[src/rtl/scan_chain_ctrl_if.sv]
// Host-side request/response bundle for scan_chain_ctrl.
// Words are declared [0:WORD_LENGTH-1]; index 0 is the MSB.
interface scan_chain_ctrl_if #(
  parameter int WORD_LENGTH = 32
);
  logic                   req_valid;
  logic                   req_ready;
  logic [0:WORD_LENGTH-1] req_wdata;
  logic                   resp_valid;
  logic                   resp_ready;
  logic [0:WORD_LENGTH-1] resp_rdata;
  logic                   resp_parity;

  modport master (
    output req_valid, req_wdata, resp_ready,
    input  req_ready, resp_valid, resp_rdata, resp_parity
  );

  modport slave (
    input  req_valid, req_wdata, resp_ready,
    output req_ready, resp_valid, resp_rdata, resp_parity
  );
endinterface

[src/rtl/scan_chain_ctrl.sv]
// Scan chain initiator: capture pulse, WORD_LENGTH-bit serial exchange
// (LSB first), update pulse, then the collected word is returned to the host.
// Optional build macro: SCAN_PARITY_EN adds even parity of the returned word.
module scan_chain_ctrl #(
  parameter int WORD_LENGTH = 32,
  localparam int CNT_W = $clog2(WORD_LENGTH) + 1
) (
  input  logic              clk,
  input  logic              rst,
  scan_chain_ctrl_if.slave  bus,
  output logic              scan_en,
  output logic              scan_out,
  input  logic              scan_in,
  output logic              cap_en,
  output logic              upd_en
);

  typedef enum logic [2:0] {IDLE, CAPTURE, SHIFT, UPDATE, RESP} state_t;

  state_t                 state;
  logic [0:WORD_LENGTH-1] sr;
  logic [0:WORD_LENGTH-1] rdata_q;
  logic [CNT_W-1:0]       cnt;
  logic                   req_ready_q;
  logic                   resp_valid_q;

  assign bus.req_ready  = req_ready_q;
  assign bus.resp_valid = resp_valid_q;
  assign bus.resp_rdata = rdata_q;

  // Sequencer; every output is set up one edge ahead so it is a plain flop.
  // scan_out is preloaded with the bit that sits at the LSB after the edge.
  always_ff @(posedge clk or negedge rst) begin
    if (!rst) begin
      state        <= IDLE;
      sr           <= '0;
      rdata_q      <= '0;
      cnt          <= '0;
      req_ready_q  <= 1'b1;
      resp_valid_q <= 1'b0;
      scan_en      <= 1'b0;
      scan_out     <= 1'b0;
      cap_en       <= 1'b0;
      upd_en       <= 1'b0;
    end else begin
      case (state)
        IDLE: begin
          if (bus.req_valid) begin
            sr          <= bus.req_wdata;
            cnt         <= '0;
            req_ready_q <= 1'b0;
            cap_en      <= 1'b1;
            state       <= CAPTURE;
          end
        end
        CAPTURE: begin
          cap_en   <= 1'b0;
          scan_en  <= 1'b1;
          scan_out <= sr[WORD_LENGTH-1];
          state    <= SHIFT;
        end
        SHIFT: begin
          sr  <= {scan_in, sr[0:WORD_LENGTH-2]};
          cnt <= cnt + 1'b1;
          if (cnt == CNT_W'(WORD_LENGTH-1)) begin
            scan_en  <= 1'b0;
            scan_out <= 1'b0;
            upd_en   <= 1'b1;
            state    <= UPDATE;
          end else begin
            scan_out <= sr[WORD_LENGTH-2];
          end
        end
        UPDATE: begin
          upd_en       <= 1'b0;
          resp_valid_q <= 1'b1;
          rdata_q      <= sr;
          state        <= RESP;
        end
        RESP: begin
          if (bus.resp_ready) begin
            resp_valid_q <= 1'b0;
            req_ready_q  <= 1'b1;
            state        <= IDLE;
          end
        end
        default: state <= IDLE;
      endcase
    end
  end

`ifdef SCAN_PARITY_EN
  logic par_q;

  // Parity of the final shift word, latched alongside rdata and dropped on return to IDLE.
  always_ff @(posedge clk or negedge rst) begin
    if (!rst)                                par_q <= 1'b0;
    else if (state == UPDATE)                par_q <= ^sr;
    else if (state == RESP && bus.resp_ready) par_q <= 1'b0;
  end

  assign bus.resp_parity = par_q;
`else
  assign bus.resp_parity = 1'b0;
`endif

endmodule
[src/flat_wrapper.sv]
// flat-port wrapper written by rule: the top's interface ports become plain ports
module scan_chain_ctrl_flat 
#(
  parameter int WORD_LENGTH = 32,
  localparam int CNT_W = $clog2(WORD_LENGTH) + 1
)
  (clk, rst, scan_en, scan_out, scan_in, cap_en, upd_en, bus_req_valid, bus_req_wdata, bus_resp_ready, bus_req_ready, bus_resp_valid, bus_resp_rdata, bus_resp_parity);
  scan_chain_ctrl_if #(.WORD_LENGTH(WORD_LENGTH)) bus_i ();
  input  logic clk;
  input  logic rst;
  output logic scan_en;
  output logic scan_out;
  input  logic scan_in;
  output logic cap_en;
  output logic upd_en;
  input wire logic [$bits(bus_i.req_valid)-1:0] bus_req_valid;
  input wire logic [$bits(bus_i.req_wdata)-1:0] bus_req_wdata;
  input wire logic [$bits(bus_i.resp_ready)-1:0] bus_resp_ready;
  output wire logic [$bits(bus_i.req_ready)-1:0] bus_req_ready;
  output wire logic [$bits(bus_i.resp_valid)-1:0] bus_resp_valid;
  output wire logic [$bits(bus_i.resp_rdata)-1:0] bus_resp_rdata;
  output wire logic [$bits(bus_i.resp_parity)-1:0] bus_resp_parity;
  assign bus_i.req_valid = bus_req_valid;
  assign bus_i.req_wdata = bus_req_wdata;
  assign bus_i.resp_ready = bus_resp_ready;
  assign bus_req_ready = bus_i.req_ready;
  assign bus_resp_valid = bus_i.resp_valid;
  assign bus_resp_rdata = bus_i.resp_rdata;
  assign bus_resp_parity = bus_i.resp_parity;
  scan_chain_ctrl #(.WORD_LENGTH(WORD_LENGTH)) u_core (.clk(clk), .rst(rst), .bus(bus_i), .scan_en(scan_en), .scan_out(scan_out), .scan_in(scan_in), .cap_en(cap_en), .upd_en(upd_en));
endmodule
[config.mk]
export PLATFORM = sky130hd
export DESIGN_NAME = scan_chain_ctrl_flat
export DESIGN_NICKNAME = d
export VERILOG_FILES = /design/src/rtl/scan_chain_ctrl_if.sv /design/src/rtl/scan_chain_ctrl.sv /design/src/flat_wrapper.sv
export SDC_FILE = /design/constraint.sdc
export NUM_CORES = 1
export LEC_CHECK = 0
export CAP_MARGIN = 30
export CORE_ASPECT_RATIO = 1.75
export CORE_MARGIN = 10
export CORE_UTILIZATION = 44
export DETAILED_ROUTE_END_ITERATION = 6
export GPL_ROUTABILITY_DRIVEN = 0
export HOLD_SLACK_MARGIN = 0.1
export PLACE_DENSITY = 0.71
export REMOVE_ABC_BUFFERS = 1
export SLEW_MARGIN = 20
export SYNTH_ARGS = -nofsm -noshare
export SYNTH_HDL_FRONTEND = slang
export SYNTH_SLANG_ARGS = --single-unit
[constraint.sdc]
create_clock -name clk -period 2.36 [get_ports clk]
set_input_delay 0.472 -clock clk [delete_from_list [all_inputs] [get_ports clk]]
set_output_delay 0.472 -clock clk [all_outputs]
set_load 0.03 [all_outputs]
==> flow_summary.yaml <==
clock_network:
  numClockSinks: 79
  clock_latency_ps: 330
  cts_tree: "yes"
  clk_pin_slew_ps: 60
  ctsResizeCount: 0
  root_buffer: "clkbuf_16"
  post-cts-setup-buffer-count: 0
  cts_max_path_buffers: 2
  htree_levels: 3
  cts_hold_buf: 0
  cts-buffers-inserted: 9
power:
  p_seq_share_pct: 36.7
  p_int_mw: 4.12
  p_leak_nw: 1.92
  combPwrFrac_pct: 43.0
  p_switching_mw: 2.45
  peakVddDrop_v: 0.000764
  clkPwrFrac_pct: 20.3
  fin_total_pwr_mw: 6.58
  power_density_nw_per_um2: 1460
  p_sw_share_pct: 37.3
synthesis:
  synth-seq-cells: 79
  yosys_warnings: 0
  ys_seq_area_share_pct: 58.2
  synth_area_leaders: "dfrtp_1, mux2_2, mux2i_1"
  synthesis.area_sq_um: 3400
  synth.most_common_cell: "dfrtp_1"
  synth_edf_count: 0
  avgSynthCellArea_sq_um: 12.3
  netlist_top_cells_count: "dfrtp_1, nand2_1, mux2_2, mux2i_1, o21ai_0"
  ys.flop_type: "dfrtp_1"
  syn_inst: 276
  synthArstFlopShare_pct: 100
  synth_top_area_cell: "dfrtp_1"
  synth_top_area_share_pct: 57.4
  synth.distinct_cells: 37
sta:
  grt_setup_unrepaired: "no"
  setup_slack_ps: 361
  fin_hold_ws_ps: 110
  finalClockSkew_ps: 4.50
  slew_viol_final: 0
  fmax_mhz: 500
  setup_viol: 0
  fin_crit_ps: 2000
  slew_headroom_pct: 56.5
  worstMarginPinSlew_ps: 652
  hold_viol: 0
  min_period_over_period_pct: 84.7
grt:
  antenna_found_initial: 0
  grt_pass1_wl_microns: 12600
  grtUsageTotal_pct: 13.3
  grt_pass1_vias: 2529
  grt_max_degree: 40
  grt_overflow_total: 0
routing:
  vias: 2320
  drt_pass1_iterations: 4
  drc: 0
  avgRoutedWirePerCell_microns: 17.0
  postRouteAntennaNets: 0
  drt-total-wl_microns: 7530
  drt_iter0_drc: 134
  via_per_inst: 5.25
die:
  die_w_microns: 86.4
  dieArea_sq_um: 11800
  io_pins: 76
  std_cell_rows: 42
  initial_core_util_pct: 44.9
  die_h_microns: 136
  core_sq_um: 7570
setup_path:
  cp_max_fo: 3
  critPathSlowestCell: "clkdlybuf4s50_1"
  critical_path.startpoint_type: "flop"
  crit_buf_inv: 1
  r2r-start: "u_core.state[2]"
  worst_ep_arrival_time_ps: 1530
  crit_family: "buffers and inverters"
  cp-startpoint: "u_core.bus.req_ready"
  path_class: "reg -> out"
  cp-end-kind: "output pin"
  critPathMaxStageDelay_ps: 670
  path_cells: "clkdlybuf4s50_1"
  crit_required_ps: 1890
finish:
  diodes: 0
  final_nets: 387
  drive_gt1_share_pct: 16.4
  final_cell_count_no_fill: 442
  syn2layout_area_growth_pct: 32.9
  final_core_util_pct: 59.7
placement:
  dpl.cell_count: 426
  dpl.hpwl_microns: 5380
  io_buffers: 74
  pre_cts_ws_ps: 229
hold_path:
  hp-class: "in -> async"
status:
  status: "complete, no violations"
job:
  max_cap_viol_count: 0
area by class of cell:
| cell class | instances | area (sq um) |
|---|---|---|
| Clock buffer | 16 | 292 |
| Inverter | 2 | 7.51 |
| Fill cell | 649 | 3050 |
| Sequential cell | 79 | 1980 |
| Timing Repair Buffer | 81 | 828 |
| Tap cell | 88 | 110 |
| Multi-Input combinational cell | 176 | 1300 |
power by group through the flow:
stage          registers (mW)  clock network, mW  logic (mW)
2_1_floorplan            2.85                  0        1.31
3_3_place_gp             2.42                  0        2.81
3_5_place_dp             2.43                  0        2.87
4_1_cts                  2.42               1.36        2.88
5_1_grt                  2.50               1.41        3.10
6_report                 2.41               1.33        2.83
layout by cell type, fill, tap and decap left out, drive strengths merged, types with 3 or more instances in the layout:
cell type / Yosys / final
dfrtp: 78 / 78
clkdlybuf4s50: 0 / 73
nand2: 37 / 37
mux2: 34 / 34
mux2i: 33 / 33
o21ai: 33 / 33
clkbuf: 4 / 16
buf: 15 / 8
nor2: 5 / 5
a21oi: 5 / 5
a22o: 3 / 3
worst paths after layout:
| check | endpoint | slack, ps | cells after the start |
|---|---|---|---|
| max reg2reg | u_core.cnt[0] | 600 | 3 |
| min reg2reg | u_core.bus.req_ready | 490 | 1 |
| min in group clk | u_core.bus.req_ready | 490 | 1 |
| max in group asynchronous | u_core.bus.resp_rdata[13] | 1650 | 2 |
| min | u_core.sr[21] | 110 | 1 |
| max | bus_req_ready | 360 | 1 |
registers in the layout (all words and copies together) (netlist names):
signal,cells
u_core.bus.resp_rdata,32
u_core.sr,32
u_core.cnt,6
u_core.state,3
u_core.bus.req_ready,1
u_core.bus.resp_valid,1
u_core.cap_en,1
u_core.scan_en,1
u_core.scan_out,1
u_core.upd_en,1
per-layer routing:
layer,vias up,track usage (%),share of wire (%)
li1,1109,-,-
met1,1142,14.4,39
met2,57,22.6,52
met3,12,4.67,6.7
met4,0,5.97,1.8
met5,-,0,0
stage by stage:
step	area [sq um]	setup TNS [ps]
2_1_floorplan	3270	-53970
3_3_place_gp	4220	0
3_5_place_dp	4220	0
4_1_cts	4520	0
5_1_grt	4520	0
6_report	4520	0
cells by family after synthesis:
family,share of synthesized area [%]
AO/OA/AOI/OAI,8.17
XOR/XNOR,0.516
adder cells (fa/ha/maj),0.368
buffers and inverters,3.98
flip-flops,58.2
multiplexers,21.0
other,0.110
AND/OR/NAND/NOR,7.66
Note: power is estimated with default switching activity, not from simulation.
